$ cat src/rtl/seg7_scan.sv
// Multiplexed four-digit seven-segment driver with blank guard time between digits.
// Optional leading-zero blanking is enabled by defining SEG7_SCAN_LZB_EN.
module seg7_scan #(
    parameter int GUARD_CYCLES = 4
) (
    input  logic        clk,
    input  logic        rst,
    input  logic        ce,
    input  logic [1:0]  digit_sel,
    input  logic [15:0] value,
    input  logic [3:0]  dp_in,
    output logic [3:0]  an,
    output logic [6:0]  seg,
    output logic        dp,
    output logic        state_dbg
);

    typedef enum logic {
        GUARD = 1'b0,
        SHOW  = 1'b1
    } state_t;

    localparam logic [7:0] GUARD_LAST = 8'(GUARD_CYCLES);

    state_t      state_q, state_d;
    logic [7:0]  cnt_q, cnt_d;
    logic [15:0] frame_val_q, frame_val_d;
    logic [3:0]  frame_dp_q, frame_dp_d;
    logic [3:0]  an_q, an_d;
    logic [6:0]  seg_q, seg_d;
    logic        dp_q, dp_d;

    logic [15:0] src_val;
    logic [3:0]  src_dp;
    logic [3:0]  nib;
`ifdef SEG7_SCAN_LZB_EN
    logic        lzb_blank;
`endif

    function automatic logic [6:0] hex_decode(input logic [3:0] n);
        logic [6:0] p;
        case (n)
            4'h0: p = 7'b1000000;
            4'h1: p = 7'b1111001;
            4'h2: p = 7'b0100100;
            4'h3: p = 7'b0110000;
            4'h4: p = 7'b0011001;
            4'h5: p = 7'b0010010;
            4'h6: p = 7'b0000010;
            4'h7: p = 7'b1111000;
            4'h8: p = 7'b0000000;
            4'h9: p = 7'b0010000;
            4'hA: p = 7'b0001000;
            4'hB: p = 7'b0000011;
            4'hC: p = 7'b1000110;
            4'hD: p = 7'b0100001;
            4'hE: p = 7'b0000110;
            default: p = 7'b0001110;
        endcase
        return p;
    endfunction

    // Digit 0 opens a new frame, so it decodes straight from the inputs being latched.
    always_comb begin
        src_val = (digit_sel == 2'd0) ? value : frame_val_q;
        src_dp  = (digit_sel == 2'd0) ? dp_in : frame_dp_q;
        nib     = src_val[{digit_sel, 2'b00} +: 4];
`ifdef SEG7_SCAN_LZB_EN
        case (digit_sel)
            2'd1:    lzb_blank = (src_val[15:4]  == 12'd0) && !src_dp[1];
            2'd2:    lzb_blank = (src_val[15:8]  == 8'd0)  && !src_dp[2];
            2'd3:    lzb_blank = (src_val[15:12] == 4'd0)  && !src_dp[3];
            default: lzb_blank = 1'b0;
        endcase
`endif
    end

    always_comb begin
        state_d     = state_q;
        cnt_d       = cnt_q;
        frame_val_d = frame_val_q;
        frame_dp_d  = frame_dp_q;
        an_d        = an_q;
        seg_d       = seg_q;
        dp_d        = dp_q;
        case (state_q)
            GUARD: begin
                if (cnt_q == GUARD_LAST) begin
                    state_d = SHOW;
                    if (digit_sel == 2'd0) begin
                        frame_val_d = value;
                        frame_dp_d  = dp_in;
                    end
                    an_d  = ~(4'b0001 << digit_sel);
                    seg_d = hex_decode(nib);
                    dp_d  = ~src_dp[digit_sel];
`ifdef SEG7_SCAN_LZB_EN
                    if (lzb_blank) begin
                        an_d  = 4'hF;
                        seg_d = 7'h7F;
                        dp_d  = 1'b1;
                    end
`endif
                end else begin
                    cnt_d = cnt_q + 8'd1;
                end
            end
            default: begin
                // Blanking on the ce edge guarantees no two anodes are ever low together.
                if (ce) begin
                    state_d = GUARD;
                    cnt_d   = 8'd0;
                    an_d    = 4'hF;
                    seg_d   = 7'h7F;
                    dp_d    = 1'b1;
                end
            end
        endcase
    end

    always_ff @(posedge clk or negedge rst) begin
        if (!rst) begin
            state_q     <= GUARD;
            cnt_q       <= 8'd0;
            frame_val_q <= 16'd0;
            frame_dp_q  <= 4'd0;
            an_q        <= 4'hF;
            seg_q       <= 7'h7F;
            dp_q        <= 1'b1;
        end else begin
            state_q     <= state_d;
            cnt_q       <= cnt_d;
            frame_val_q <= frame_val_d;
            frame_dp_q  <= frame_dp_d;
            an_q        <= an_d;
            seg_q       <= seg_d;
            dp_q        <= dp_d;
        end
    end

    assign an        = an_q;
    assign seg       = seg_q;
    assign dp        = dp_q;
    assign state_dbg = state_q;

endmodule

$ cat config.mk
export PLATFORM = sky130hd
export DESIGN_NAME = seg7_scan
export DESIGN_NICKNAME = d
export VERILOG_FILES = /design/src/rtl/seg7_scan.sv
export SDC_FILE = /design/constraint.sdc
export NUM_CORES = 1
export LEC_CHECK = 0
export ABC_AREA = 1
export CELL_PAD_IN_SITES_DETAIL_PLACEMENT = 2
export CELL_PAD_IN_SITES_GLOBAL_PLACEMENT = 2
export CORE_MARGIN = 4
export CORE_UTILIZATION = 30
export DETAILED_ROUTE_END_ITERATION = 6
export GPL_ROUTABILITY_DRIVEN = 1
export PLACE_DENSITY = 0.89
export SKIP_LAST_GASP = 1
export SYNTH_ARGS = -nofsm -noshare
export SYNTH_HDL_FRONTEND = slang
export SYNTH_SLANG_ARGS = --single-unit
$ cat constraint.sdc
create_clock -name clk -period 1.68 [get_ports clk]
set_input_delay 0.336 -clock clk [delete_from_list [all_inputs] [get_ports clk]]
set_output_delay 0.336 -clock clk [all_outputs]
set_load 0.005 [all_outputs]
## After elaboration in Yosys (flattened, before gate mapping)

Memories as Yosys holds them, arrays and structs flattened.
Cells that the tools add are included.

| cells by class | value |
|---|---|
| $add $sub $neg | 1 |
| order comparisons | 1 |
| equality and inequality tests | 3 |
| shift-type cells | 2 |
| multiplexer cells | 19 |
| bitwise logic cells | 3 |
| reduce and logical (&&, ||, !) cells | 5 |

Operators with widths:

| operator | number |
|---|---|
| two-way mux 8 bit | 3 |
| two-way mux 7 bit | 3 |
| two-way mux 16 bit | 1 |
| two-way mux 4 bit | 4 |
| variable part select 16 x 5 -> 4 bit | 1 |
| adder 8 x 1 -> 8 bit, second input constant | 1 |
| == test 8 x 3 -> 1 bit, second input constant | 1 |
| two-way mux 1 bit | 7 |
| AND reduction 2 bit | 3 |
| != test 2 bit, second input constant | 2 |
| NOT 4 bit | 1 |
| << shifter 1 x 2 -> 4 bit, first input constant | 1 |
| < comparator 2 x 3 -> 1 bit, second input constant | 1 |
| binary-select mux 1 bit (select 2 bit) | 1 |
| zero test 2 bit | 1 |
| NOT 1 bit | 2 |
| nonzero test 2 bit | 1 |

| storage, ports and cells | value |
|---|---|
| register bits after elaboration | 41 |
| memory bits (read-only) | 112 |
| input port bits | 25 |
| word-level logic and storage cells | 42 |
| memories kept | 1 |

Memories:

| memory | words | width | read ports | clocked after Yosys merged registers in | write ports | line | text |
|---|---|---|---|---|---|---|---|
| (no name shown) | 16 | 7 | 1 | 0 | 0 | 42 | `case (n)` |

## Longest topological paths before layout

| logic depth | value |
|---|---|
| word-level depth | 7 |
| depth in mapped cells | 12 |

## Least setup slack after synthesis

No wires, ideal clock.

| timing path | value |
|---|---|
| path kind | input-to-reg |
| start | input port digit_sel[1] |
| end | register seg_q[3], in the netlist seg[3] |
| setup time | 0.075 ns |
| arrival time | 1.517 ns |
| data required time | 1.605 ns |
| setup slack | 0.088 ns |
| stages on the path | 10 |
| cell sequence | buf_6 -> nand3_1 -> nand2_1 -> nor2_1 -> inv_1 -> ha_1 -> o21ai_0 -> a21oi_1 -> nor2_1 -> nor2_1 |

| on the way | value |
|---|---|
| word-level cells in the longest chain between the ends | 6 |

Ends and longest elaborated chain:

| element | line | text |
|---|---|---|
| from (decl) | 9 | `input logic [1:0] digit_sel,` |
| zero test 2 bit | 65 | `src_val = (digit_sel == 2'd0) ? value : frame_val_q;` |
| two-way mux 16 bit | n/a |  |
| variable part select 16 x 5 -> 4 bit * | 67 | `nib = src_val[{digit_sel, 2'b00} +: 4];` |
| memory read (16 x 7 bit) * | n/a |  |
| two-way mux 7 bit * | 88 | `if (cnt_q == GUARD_LAST) begin` |
| two-way mux 7 bit * | 86 | `case (state_q)` |
| to (signal assigned) | 136 | `seg_q <= seg_d;` |
| to (decl) | 30 | `logic [6:0] seg_q, seg_d;` |

Every way passes the cells marked *; elsewhere a longest branch is shown, timed or not. The select of a mux whose other input is x is not followed.
A chain may end at the register's enable or synchronous reset.

## Worst setup path in the final report

| timing path | value |
|---|---|
| start | register cnt_q[0] |
| end | register cnt_q[0] |

| on the way | value |
|---|---|
| word-level cells in the longest chain between the ends | 3 |
| elaborated cells on any way between the ends | 6 |

Ends and longest elaborated chain:

| element | line | text |
|---|---|---|
| from (decl) | 26 | `logic [7:0] cnt_q, cnt_d;` |
| from (signal assigned) | 132 | `cnt_q <= cnt_d;` |
| adder 8 x 1 -> 8 bit / == test 8 x 3 -> 1 bit (equally long branches) | 105, 88 |  |
| two-way mux 8 bit / != test 2 bit (equally long branches) | n/a |  |
| two-way mux 8 bit / AND reduction 2 bit (equally long branches) | n/a |  |

Several ways; a longest one is shown, not always the timed one. The select of a mux whose other input is x is not followed.

==> metrics.yaml <==
finalHoldViolCount: 0
drt-wirelength-per-cell_um: 18.9
cts_sinks: 36
violations: "negative setup slack"
crit_type: "register to register"
slew-limit-headroom: 0.838
vias_per_cell: 4.98
synth_cells: 254
seq_power_share: 0.346
required_ns: 1.88
nNetsFinal: 359
syn_nets: 287
cts_tree: "done"
status: "finished with violations"
ys.flop_type: "dfrtp_1"
initial_core_util: 0.314
ant_nets: 0
boundaryPins: 38
clk_latency_ns: 0.29
rsz0062_at_grt: "true"
crit_path_end_kind: "register"
numCtsBuffers: 5
finClkSkew_ns: 0.00407
area_growth_pct: 46.9
avgSynthCellArea_um2: 7.99
netSwitchingPower_uw: 1860
swShare: 0.405
num_antenna_cells: 0
p_leak_uw: 0.00139
timing.fmax_mhz: 576
finalCritPeriodShare: 1.03
ctsLongestPathBuffers: 2
seq_area_um2: 917
crit_arrival_ns: 1.93
min-delay-path-class: "input port to asynchronous set/reset pin"
synth-seq-cells: 36
first_pass_iters: 4
max_cap_violations: 0
clockRootBuffer: "clkbuf_8"
vias: 2010
internal_power_uw: 2720
async_reset_ff_frac: 1.00
setup_viol: 1
synth_edf_count: 0
synth_top_area_cell: "dfrtp_1"
drc: 0
num_rows: 29
h-tree-depth: 2
dieArea_um2: 8150
worst-path-max-fanout: 8
ys_warn_count: 0
clk_pin_slew_ns: 0.07
ys_types: 32
syn_area_um2: 2030
critPathLaunchType: "register"
worst_slew_pin_slew_ns: 0.241
final.min_clock_period_ns: 1.74
grt_pass1_wl_um: 11800
grtUsageTotal: 0.184
drv_slew: 0
yosysSeqAreaShare: 0.451
post-dp-hpwl_um: 5130
combPwrFrac: 0.485
clock_power_share: 0.170
multi_input_area_um2: 1090
dp_worst_setup_slack_ns: -0.547
dieHeight_um: 90.3
io_buffers: 37
fin_ws_ns: -0.0574
antenna_found_initial: 0
fill_cells: 738
place_congestion: 0.830
synth_area_leaders: "dfrtp_1, dfstp_2, nand2_1"
drive_above_1_share: 0.312
netlist.area_leader.share: 0.296
grt.overflow.total: 0
coreArea_um2: 6460
vdd_drop_max_mv: 0.453
grt_pass1_vias: 2277
tns_ns: -0.0574
grt_max_degree: 37
power.density_nw_per_um2: 1530
drt-total-wl_um: 7630
drt_first_iter_violations: 65
chipWidth_um: 90.3
state kept, by name, summed over array words and instances, names as in the netlist:
| register | cells |
|---|---|
| cnt_q | 8 |
| an | 4 |
| seg | 7 |
| dp | 1 |
| frame_val_q | 12 |
| state_dbg | 1 |
| frame_dp_q | 3 |
stage by stage:
step / cell area [µm²] / utilization / hold slack, ns / std cells / total power, µW
global placement: 2650 / 0.411 / 0.481 / 386 / 3290
floorplan: 2030 / - / 0.0404 / 254 / 2530
finish: 2980 / 0.462 / 0.412 / 404 / 4580
CTS: 2930 / 0.454 / 0.415 / 401 / 4440
global route: 2980 / 0.462 / 0.431 / 404 / 4910
detailed placement: 2650 / 0.411 / 0.479 / 386 / 3480
path summary, 6_finish.rpt:
path	start	to	slack, ns	cells past startpoint
worst max-delay path	cnt_q[0]	cnt_q[0]	-0.06	10
worst max register to register	cnt_q[0]	cnt_q[0]	-0.06	10
min in group clk	frame_val_q[12]	frame_val_q[12]	0.49	2
worst min register to register	frame_val_q[12]	frame_val_q[12]	0.49	2
worst min-delay path	rst	frame_val_q[5]	0.41	2
max in group asynchronous	rst	seg[2]	1.01	2
layout by cell type (no fill, tap or decap), types with 2 or more instances in the layout:
cell type and n:
nor2_1 48, nand2_1 43, buf_4 29, clkdlybuf4s50_1 27, nand3_1 24, dfrtp_1 23, inv_1 17, dfstp_2 12
nand2_2 11, inv_2 6, nand2_4 6, a21oi_1 6, nor2_4 5, ha_1 5, clkbuf_8 5, dlygate4sd2_1 5
xor2_1 4, o22ai_1 4, o21ai_0 4, dlymetal6s2s_1 4, nor2_2 3, a31oi_1 3, o21ai_2 3, ha_4 3
buf_12 3, nand3_2 2, nor3_1 2, a21oi_2 2, or2_2 2, buf_6 2
worst max-delay path: stages (launching register included):
cell	delay [ns]
dfrtp_1	0.40
inv_1	0.07
ha_1	0.17
nand2_2	0.08
nor2_4	0.14
nand2_1	0.11
nand2_2	0.13
nand2_4	0.10
inv_1	0.13
nand2_1	0.13
o21ai_1	0.16
layout make-up:
class / instances / share of cell area
inverter: 25 / 0.0340
clock buffer: 6 / 0.0243
clock inverter: 2 / 0.0117
sequential: 36 / 0.307
tap: 77 / 0.0323
timing repair buffer: 71 / 0.224
multi-input combinational: 187 / 0.366
Yosys cell counts (all sizes together) (4+ instances only):
master	number
dfrtp	24
xor2	4
nand3	27
o21ai	8
ha	8
buf	6
dfstp	12
nor2	56
inv	24
nand2	60
a21oi	8
o22ai	4
repair_timing:
item / CTS / global route
pin swaps: 12 / 1
buffers inserted: 7 / 3
setup endpoints to repair: 15 / 31
hold endpoints to repair: 0 / 0
gates resized for setup: 41 / 15
hold buffers: 0 / 0
metal layers:
layer  track usage  share of wire  up-vias
met4        0.0702          0.028        0
met5             0              0        -
met2         0.358           0.56       44
met1         0.190           0.38      999
met3        0.0400          0.030       16
li1              -              -      951
kinds of logic (layout without fill, tap and decap cells):
logic type,count (synthesis),after routing,share of synthesized area
AND/OR/NAND/NOR,151,151,0.336
flip-flops,36,36,0.451
buffers and inverters,31,104,0.0801
AO/OA/AOI/OAI,24,24,0.0665
adder cells (fa/ha/maj),8,8,0.0493
XOR/XNOR,4,4,0.0173
power by group through the flow:
stage / combinational (µW) / clock (µW) / sequential, µW
final: 2220 / 777 / 1580
after global placement: 1730 / 0 / 1560
after floorplan: 1000 / 0 / 1520
after CTS: 2070 / 792 / 1570
after global routing: 2440 / 853 / 1620
after detailed placement: 1890 / 0 / 1590
Note: power is estimated with default switching activity, not from simulation.
